===== config.mk =====
export PLATFORM = sky130hd
export DESIGN_NAME = credit_bcd_tracker
export DESIGN_NICKNAME = d
export VERILOG_FILES = /design/src/rtl/credit_bcd_tracker.sv
export SDC_FILE = /design/constraint.sdc
export NUM_CORES = 1
export LEC_CHECK = 0
export BUFFER_PORTS_ARGS = -buffer_cell sky130_fd_sc_hd__buf_2
export CAP_MARGIN = 40
export CORE_MARGIN = 1.5
export CORE_UTILIZATION = 35
export CTS_CLUSTER_DIAMETER = 150
export DETAILED_ROUTE_END_ITERATION = 16
export GPL_ROUTABILITY_DRIVEN = 0
export GPL_TIMING_DRIVEN = 0
export SYNTH_ARGS = -nofsm -noshare
export SYNTH_HDL_FRONTEND = slang
export SYNTH_SLANG_ARGS = --single-unit

===== constraint.sdc =====
create_clock -name clk -period 5.39 [get_ports clk]
set_input_delay 0.539 -clock clk [delete_from_list [all_inputs] [get_ports clk]]
set_output_delay 0.539 -clock clk [all_outputs]
set_load 0.05 [all_outputs]

===== src/rtl/credit_bcd_tracker.sv =====
// Vending credit accumulator: cancel/vend/coin decisions on registered credit,
// plus a sequential double-dabble converter presenting the credit as BCD cents.
module credit_bcd_tracker #(
  parameter int UNIT_CENTS = 5,
  parameter int MAX_UNITS  = 12,
  parameter int UW         = 4,
  parameter int CUW        = 3,
  parameter int DIGITS     = 2
) (
  input  logic                clk,
  input  logic                rst_n,
  input  logic                coin_valid,
  input  logic [CUW-1:0]      coin_units,
  input  logic                vend_req,
  input  logic [UW-1:0]       price_units,
  input  logic                cancel,
  output logic [UW-1:0]       credit_units,
  output logic                coin_accept,
  output logic                coin_reject,
  output logic                vend_ok,
  output logic                vend_deny,
  output logic                refund_valid,
  output logic [UW-1:0]       refund_units,
  output logic [4*DIGITS-1:0] bcd,
  output logic                bcd_valid
);

  localparam int CB   = $clog2(MAX_UNITS * UNIT_CENTS + 1);
  localparam int BW   = 4 * DIGITS;
  localparam int CNTW = $clog2(CB + 1);

  typedef enum logic {IDLE, SHIFT} conv_state_t;

  conv_state_t     state;
  logic [CB-1:0]   bin;
  logic [BW-1:0]   scratch;
  logic [CNTW-1:0] count;

  logic [UW:0]     c_ext, after_vend, coin_sum, c_next_ext;
  logic [UW-1:0]   c_next;
  logic [CB-1:0]   cents;
  logic [BW-1:0]   adj, shifted;
  logic            load;
  logic            n_coin_accept, n_coin_reject, n_vend_ok, n_vend_deny, n_refund_valid;

  // Decision logic; one extra bit keeps coin sums from wrapping before the limit test.
  always_comb begin
    // NOTE: every combinational output gets a default first so no path can infer a latch.
    c_ext          = {1'b0, credit_units};
    after_vend     = c_ext;
    coin_sum       = '0;
    c_next_ext     = c_ext;
    n_coin_accept  = 1'b0;
    n_coin_reject  = 1'b0;
    n_vend_ok      = 1'b0;
    n_vend_deny    = 1'b0;
    n_refund_valid = 1'b0;
    if (cancel) begin
      n_refund_valid = 1'b1;
      n_coin_reject  = coin_valid;
      c_next_ext     = '0;
    end else begin
      if (vend_req) begin
        if ({1'b0, price_units} <= c_ext) begin
          n_vend_ok  = 1'b1;
          after_vend = c_ext - {1'b0, price_units};
        end else begin
          n_vend_deny = 1'b1;
        end
      end
      coin_sum   = after_vend + (UW+1)'(coin_units);
      c_next_ext = after_vend;
      if (coin_valid) begin
        if (coin_sum <= (UW+1)'(MAX_UNITS)) begin
          n_coin_accept = 1'b1;
          c_next_ext    = coin_sum;
        end else begin
          n_coin_reject = 1'b1;
        end
      end
    end
  end

  assign c_next = UW'(c_next_ext);
  assign load   = (c_next != credit_units);
  assign cents  = CB'(c_next * UNIT_CENTS);

  // Add-3 correction on each digit, then shift in the next binary MSB.
  always_comb begin
    adj = scratch;
    for (int d = 0; d < DIGITS; d++) begin
      if (scratch[4*d +: 4] >= 4'd5) adj[4*d +: 4] = scratch[4*d +: 4] + 4'd3;
    end
    shifted = BW'({adj, bin[CB-1]});
  end

  always_ff @(posedge clk or negedge rst_n) begin
    if (!rst_n) begin
      credit_units <= '0;
      coin_accept  <= 1'b0;
      coin_reject  <= 1'b0;
      vend_ok      <= 1'b0;
      vend_deny    <= 1'b0;
      refund_valid <= 1'b0;
      refund_units <= '0;
      bcd          <= '0;
      bcd_valid    <= 1'b1;
      state        <= IDLE;
      bin          <= '0;
      scratch      <= '0;
      count        <= '0;
    end else begin
      // NOTE: non-blocking assignments so every register samples pre-edge values.
      credit_units <= c_next;
      coin_accept  <= n_coin_accept;
      coin_reject  <= n_coin_reject;
      vend_ok      <= n_vend_ok;
      vend_deny    <= n_vend_deny;
      refund_valid <= n_refund_valid;
      refund_units <= n_refund_valid ? credit_units : '0;
      if (load) begin
        // A credit change always (re)starts the conversion; bcd keeps its old value.
        state     <= SHIFT;
        bin       <= cents;
        scratch   <= '0;
        count     <= CNTW'(CB);
        bcd_valid <= 1'b0;
      end else if (state == SHIFT) begin
        scratch <= shifted;
        bin     <= bin << 1;
        count   <= count - 1'b1;
        if (count == CNTW'(1)) begin
          bcd       <= shifted;
          bcd_valid <= 1'b1;
          state     <= IDLE;
        end
      end
    end
  end

endmodule


==> impl_metrics.env, run 1 <==
export IMPL_ios=34
export IMPL_crit_fanout=8
export IMPL_cts_root_buf="clkbuf_8"
export IMPL_synth_seq_cells=40
export IMPL_clkSinkCount=40
export IMPL_slew_headroom=0.5721
export IMPL_die_area_mm2=0.007988
export IMPL_slew_violations=0
export IMPL_vias=2064
export IMPL_synth_nets=307
export IMPL_avgViaCountPerCell=4.986
export IMPL_ys_seq_area_frac=0.3838
export IMPL_worst_setup_path_type="register to register"
export IMPL_tightest_slew_ps=641.8
export IMPL_synth_edf_count=0
export IMPL_placed_cell_area_mm2=0.002928
export IMPL_grt_usage=0.1490
export IMPL_port_buffers=33
export IMPL_first_global_vias=2050
export IMPL_hold_class="input port to asynchronous set/reset pin"
export IMPL_min_period_ps=5079
export IMPL_nets=346
export IMPL_final_cell_count_no_fill=414
export IMPL_slowest_stage="fa_1"
export IMPL_antenna_found_initial=0
export IMPL_synthCells=275
export IMPL_synth_most_common_cell="dfrtp_1"
export IMPL_hold_buffers=0
export IMPL_cp_start_kind="register"
export IMPL_design_area_mm2=0.003103
export IMPL_initial_core_util=0.3600
export IMPL_status="finished clean"
export IMPL_synth_cell_types=51
export IMPL_utilization=0.4278
export IMPL_netlist_top_cells_area="dfrtp_1 (37%), ha_1 (8.1%), mux2i_1 (5.4%)"
export IMPL_htreeDepth=2
export IMPL_powerDensity_mw_per_mm2=506.1
export IMPL_worstPathArrival_ps=5250
export IMPL_die_h_um=89.38
export IMPL_synth_largest_area_cell="dfrtp_1"
export IMPL_synth_top_cell_area_share=0.3737
export IMPL_grt_pass1_wl_mm=9.321
export IMPL_areaGrowthSynthToFinish_pct=18.83
export IMPL_wl_mm=5.512
export IMPL_setup_viol=0
export IMPL_async_flop_share=1.000
export IMPL_p_total_mw=1.571
export IMPL_overflow=0
export IMPL_drv_cap=0
export IMPL_fin_skew_ps=5.749
export IMPL_hold_viol=0
export IMPL_path_buf_inv=5
export IMPL_yosys_warnings=0
export IMPL_core_mm2=0.007253
export IMPL_die_w_um=89.38
export IMPL_rows=31
export IMPL_drive_gt1_frac=0.2222
export IMPL_worstSkewPairLatency_ps=290
export IMPL_seq_area_mm2=0.001003
export IMPL_cts_buffer_depth=2
export IMPL_p_leak_nw=1.551
export IMPL_multi_input_area_mm2=0.001513
export IMPL_wire_per_inst_um=13.31
export IMPL_placedCellCount=408
export IMPL_endpoint_kind="register"
export IMPL_numCtsBuffers=5
export IMPL_dr_pass1_iters=4
export IMPL_cts_tree="yes"
export IMPL_drtIter0Drc=72
export IMPL_cpPeakStageDelay_ps=500
export IMPL_path_delay_family="simple AND/OR/NAND/NOR gates"
export IMPL_vdd_drop_max_mv=0.1984
export IMPL_remaining_drc_errors=0
export IMPL_antenna_left=0
export IMPL_fmax_mhz=196.9
export IMPL_cts_clk_slew_worst_paths_ps=80
export IMPL_hpwl_mm=4.127
export IMPL_fin_crit_sh=0.9423
export IMPL_synth_ff_type="dfrtp_1"
export IMPL_grt_max_degree=25
export IMPL_num_fill_cells=724
export IMPL_n_antenna_cell=0
export IMPL_crit_chain="inv_2 -> ha_1 -> nor2b_1 -> o21ai_2 -> a21o_1 -> and2_2 -> o21ai_2 -> ha_1 -> inv_1 -> fa_1 -> inv_1 -> o21ai_1 -> nand3_1 -> or4_1 -> nand3_2 -> xor2_1 -> a311oi_2 -> and4_1 -> buf_4 -> and4_4 -> buf_12 -> mux2_4"
export IMPL_synth_common_cells="dfrtp_1 (39), inv_1 (27), nand2_1 (25)"
export IMPL_synth_area_mm2=0.002611
export IMPL_avgSynthCellArea_um2=9.495
export IMPL_crit_required_ps=5560
-- layout by cell type (no fill, tap or decap), types with 5 or more instances in the layout --
cell type,instances
inv_1,26
dfrtp_1,38
buf_2,33
clkbuf_8,5
xnor2_1,5
and4_1,5
nor2_1,17
clkbuf_1,9
o21ai_0,10
nand2b_1,5
a21oi_1,14
a211oi_1,5
mux2_4,7
mux2i_1,13
nand3_1,8
nand2_1,25
ha_1,16
-- state kept, by name, summed over array words and instances (netlist names) --
name	flops
vend_ok	1
refund_valid	1
refund_units	4
vend_deny	1
bcd	8
scratch	8
bcd_valid	1
coin_accept	1
bin	6
count	3
credit_units	4
coin_reject	1
state	1
-- area by class of cell --
class                      count  share of cell area
tap                           99             0.03992
inverter                      27             0.03266
timing repair buffer          34             0.06210
sequential                    40              0.3234
clock buffer                   6             0.02339
multi-input combinational    195              0.4875
clock inverter                 2             0.01129
buffer                        11             0.01976
-- repair_timing --
item / in CTS / in global routing
buffers inserted: 0 / 0
hold endpoints to repair: 0 / 0
gates resized for setup: 10 / 11
endpoints found under the setup margin: 11 / 10
-- power breakdown --
group | switching, mW | leakage, nW | internal [mW]
Combinational | 0.584 | 0.977 | 0.328
Clock | 0.100 | 0.0552 | 0.137
Sequential | 0.0536 | 0.519 | 0.367
-- through the flow --
step	hold WS [ps]	worst slack, ps	TNS (ps)
finish	187.0	311.2	0
global route	202.0	-8.059	-8.059
CTS	187.9	108.9	0
detailed placement	483.3	-705.9	-5783
global placement	473.7	-642.2	-5342
floorplan	243.4	100.2	0
-- logic make-up (layout without fill, tap and decap cells) --
| logic type | Yosys count | in the layout | share of synthesized area |
|---|---|---|---|
| buffers and inverters | 40 | 80 | 0.06517 |
| flip-flops | 40 | 40 | 0.3838 |
| AND/OR/NAND/NOR | 86 | 86 | 0.1744 |
| adder cells (fa/ha/maj) | 20 | 20 | 0.1045 |
| multiplexers | 21 | 21 | 0.09391 |
| AO/OA/AOI/OAI | 60 | 60 | 0.1514 |
| XOR/XNOR | 8 | 8 | 0.02683 |
-- worst register-to-register path: cells and delay by family, from the launching register on --
family	cells	cell delay (ps)
XOR/XNOR	1	110
adder cells (fa/ha/maj)	3	990
AO/OA/AOI/OAI	5	970
multiplexers	1	290
flip-flops	1	470
buffers and inverters	5	530
AND/OR/NAND/NOR	7	1610
-- worst paths after layout --
| check | from | endpoint | slack [ps] | cells past startpoint |
|---|---|---|---|---|
| setup reg to reg | credit_units[0]$_DFF_PN0_ | bcd[1]$_DFFE_PN0P_ | 310 | 22 |
| setup / recovery | credit_units[0]$_DFF_PN0_ | bcd[1]$_DFFE_PN0P_ | 310 | 22 |
| min in group clk | cancel | refund_valid$_DFF_PN0_ | 380 | 1 |
| hold / removal | rst_n | state$_DFF_PN0_ | 190 | 1 |
| max in group asynchronous | rst_n | credit_units[0]$_DFF_PN0_ | 4740 | 2 |
| hold reg to reg | bcd[2]$_DFFE_PN0P_ | bcd[2]$_DFFE_PN0P_ | 510 | 1 |
-- per-layer routing --
metal,part of all wire,wire (um),vias to the layer above,GRT usage
met5,0,0,-,0
met2,0.47,2575,38,0.2536
met1,0.49,2689,979,0.1938
li1,-,-,1041,-
met3,0.030,164,6,0.02308
met4,0.015,82,0,0.04755
No activity file was read; power rests on OpenSTA's default activity.
==> inputs of run 2 (changes only) <==
- CORE_UTILIZATION: 35 -> 55
- PLACE_DENSITY: not set -> 0.76
==> impl_metrics.env, run 2 (synthesized netlist as in run 1, its figures left out) <==
export IMPL_wl_mm=5.445
export IMPL_fin_crit_sh=0.9419
export IMPL_worstSkewPairLatency_ps=290
export IMPL_slew_violations=0
export IMPL_fin_skew_ps=7.539
export IMPL_grt_usage=0.2228
export IMPL_cpPeakStageDelay_ps=510
export IMPL_p_leak_nw=1.541
export IMPL_grt_pass1_wl_mm=9.045
export IMPL_initial_core_util=0.5836
export IMPL_numCtsBuffers=5
export IMPL_ios=34
export IMPL_slowest_stage="fa_1"
export IMPL_crit_chain="inv_2 -> ha_1 -> nor2b_1 -> o21ai_2 -> a21o_1 -> and2_2 -> o21ai_2 -> ha_1 -> inv_1 -> fa_1 -> inv_1 -> o21ai_1 -> nand3_1 -> or4_1 -> nand3_2 -> xor2_1 -> a311oi_2 -> and4_1 -> buf_4 -> and4_4 -> buf_12 -> mux2_4"
export IMPL_die_area_mm2=0.005170
export IMPL_largestRegisters="bcd (8), scratch (8), bin (6)"
export IMPL_worstReg2RegStart="credit_units[0]$_DFF_PN0_"
export IMPL_worstPathArrival_ps=5260
export IMPL_cp_num_cells=22
export IMPL_path_buf_inv=5
export IMPL_cts_setup_buffers=0
export IMPL_cts_root_buf="clkbuf_8"
export IMPL_n_antenna_cell=0
export IMPL_antenna_found_initial=0
export IMPL_core_mm2=0.004474
export IMPL_antenna_left=0
export IMPL_die_h_um=71.91
export IMPL_hpwl_mm=3.897
export IMPL_grt_max_degree=38
export IMPL_cts_clk_slew_worst_paths_ps=70
export IMPL_worst_setup_path_type="register to register"
export IMPL_cts_tree="yes"
export IMPL_htreeDepth=2
export IMPL_overflow=0
export IMPL_drive_gt1_frac=0.2159
export IMPL_mostFrequentLayoutCell="dfrtp_1"
export IMPL_dr_pass1_iters=4
export IMPL_path_delay_family="simple AND/OR/NAND/NOR gates"
export IMPL_cts_buffer_depth=2
export IMPL_cp_start_kind="register"
export IMPL_crit_required_ps=5570
export IMPL_wire_per_inst_um=14.84
export IMPL_r2r_end="bcd[1]$_DFFE_PN0P_"
export IMPL_vias=2112
export IMPL_fmax_mhz=197.0
export IMPL_nets=346
export IMPL_drv_cap=0
export IMPL_multi_input_area_mm2=0.001484
export IMPL_status="finished clean"
export IMPL_hold_buffers=0
export IMPL_hold_class="input port to asynchronous set/reset pin"
export IMPL_tightest_slew_ps=613.0
export IMPL_utilization=0.6725
export IMPL_vdd_drop_max_mv=0.3343
export IMPL_die_w_um=71.91
export IMPL_crit_fanout=8
export IMPL_placedCellCount=361
export IMPL_layout_common_cells="dfrtp_1 (37), buf_2 (33), inv_1 (26)"
export IMPL_endpoint_kind="register"
export IMPL_drtIter0Drc=109
export IMPL_num_fill_cells=391
export IMPL_slew_headroom=0.5913
export IMPL_hold_viol=0
export IMPL_areaGrowthSynthToFinish_pct=15.24
export IMPL_remaining_drc_errors=0
export IMPL_min_period_ps=5077
export IMPL_powerDensity_mw_per_mm2=519.2
export IMPL_p_total_mw=1.562
export IMPL_worstRegToRegCells=22
export IMPL_rows=24
export IMPL_seq_area_mm2=0.001005
export IMPL_final_cell_count_no_fill=367
export IMPL_setup_viol=0
export IMPL_first_global_vias=1987
export IMPL_avgViaCountPerCell=5.755
export IMPL_rrSetupSlack_ps=310
export IMPL_clkSinkCount=40
export IMPL_port_buffers=33
==> run 2: cell counts in the layout (fill, tap and decap cells not counted) <==
Identical to the previous run, type by type.
==> run 2: per-stage QoR <==
step	instance area (um^2)	hold WS (ps)	setup TNS (ps)	setup slack [ps]
3_5_place_dp	2861	356.9	-6379	-694.5
3_3_place_gp	2841	474.6	-4306	-619.4
4_1_cts	2988	46.38	0	60.27
5_1_grt	3009	35.30	-10.07	-10.07
2_1_floorplan	2611	243.4	0	100.2
6_report	3009	46.29	0	312.9
==> run 2: what timing repair did <==
| action | 4_1_cts | 5_1_grt |
|---|---|---|
| setup endpoints to repair | 11 | 11 |
| hold endpoints to repair | 0 | 0 |
| gates resized for setup | 6 | 10 |
| pin swaps | 1 | 1 |
==> run 2: area by class of cell <==
class	instances	share of cell area
tap	52	0.02162
clock buffer	6	0.02412
buffer	11	0.02037
clock inverter	2	0.01164
timing repair buffer	34	0.06154
inverter	27	0.03368
multi-input combinational	195	0.4931
sequential	40	0.3339
==> run 2: worst reg2reg max path: stages, from the launching register on <==
cell and delay (ps):
dfrtp_2 460, inv_2 120, ha_1 300, nor2b_1 190, o21ai_2 110, a21o_1 230, and2_2 270, o21ai_2 210
ha_1 210, inv_1 60, fa_1 510, inv_1 70, o21ai_1 190, nand3_1 90, or4_1 420, nand3_2 150
xor2_1 100, a311oi_2 220, and4_1 230, buf_4 150, and4_4 240, buf_12 130, mux2_4 290
==> run 2: how the worst max path moves through the flow <==
| stage | start | to | slack (ps) |
|---|---|---|---|
| floorplan | credit_units[0]$_DFF_PN0_ | bin[4]$_DFFE_PN0P_ | 100 |
| global placement | price_units[2] | bin[4]$_DFFE_PN0P_ | -620 |
| detailed placement | price_units[2] | bin[5]$_DFFE_PN0P_ | -690 |
| CTS | credit_units[0]$_DFF_PN0_ | bin[4]$_DFFE_PN0P_ | 60 |
| global route | credit_units[0]$_DFF_PN0_ | bin[5]$_DFFE_PN0P_ | -10 |
| finish | credit_units[0]$_DFF_PN0_ | bcd[1]$_DFFE_PN0P_ | 310 |
==> run 2: power by group <==
part           internal (mW)  total, mW  switching (mW)  leakage, nW
Combinational          0.318      0.902           0.583        0.968
Clock                  0.137      0.239           0.102       0.0552
Sequential             0.368      0.421          0.0533        0.518
==> run 2: routing by layer <==
metal  GRT usage  vias up  routed length (um)
met1      0.3133     1005                2573
met2      0.3539       59                2593
met5           0        -                   0
met3     0.05139        2                 260
li1            -     1046                   -
met4     0.05241        0                  18
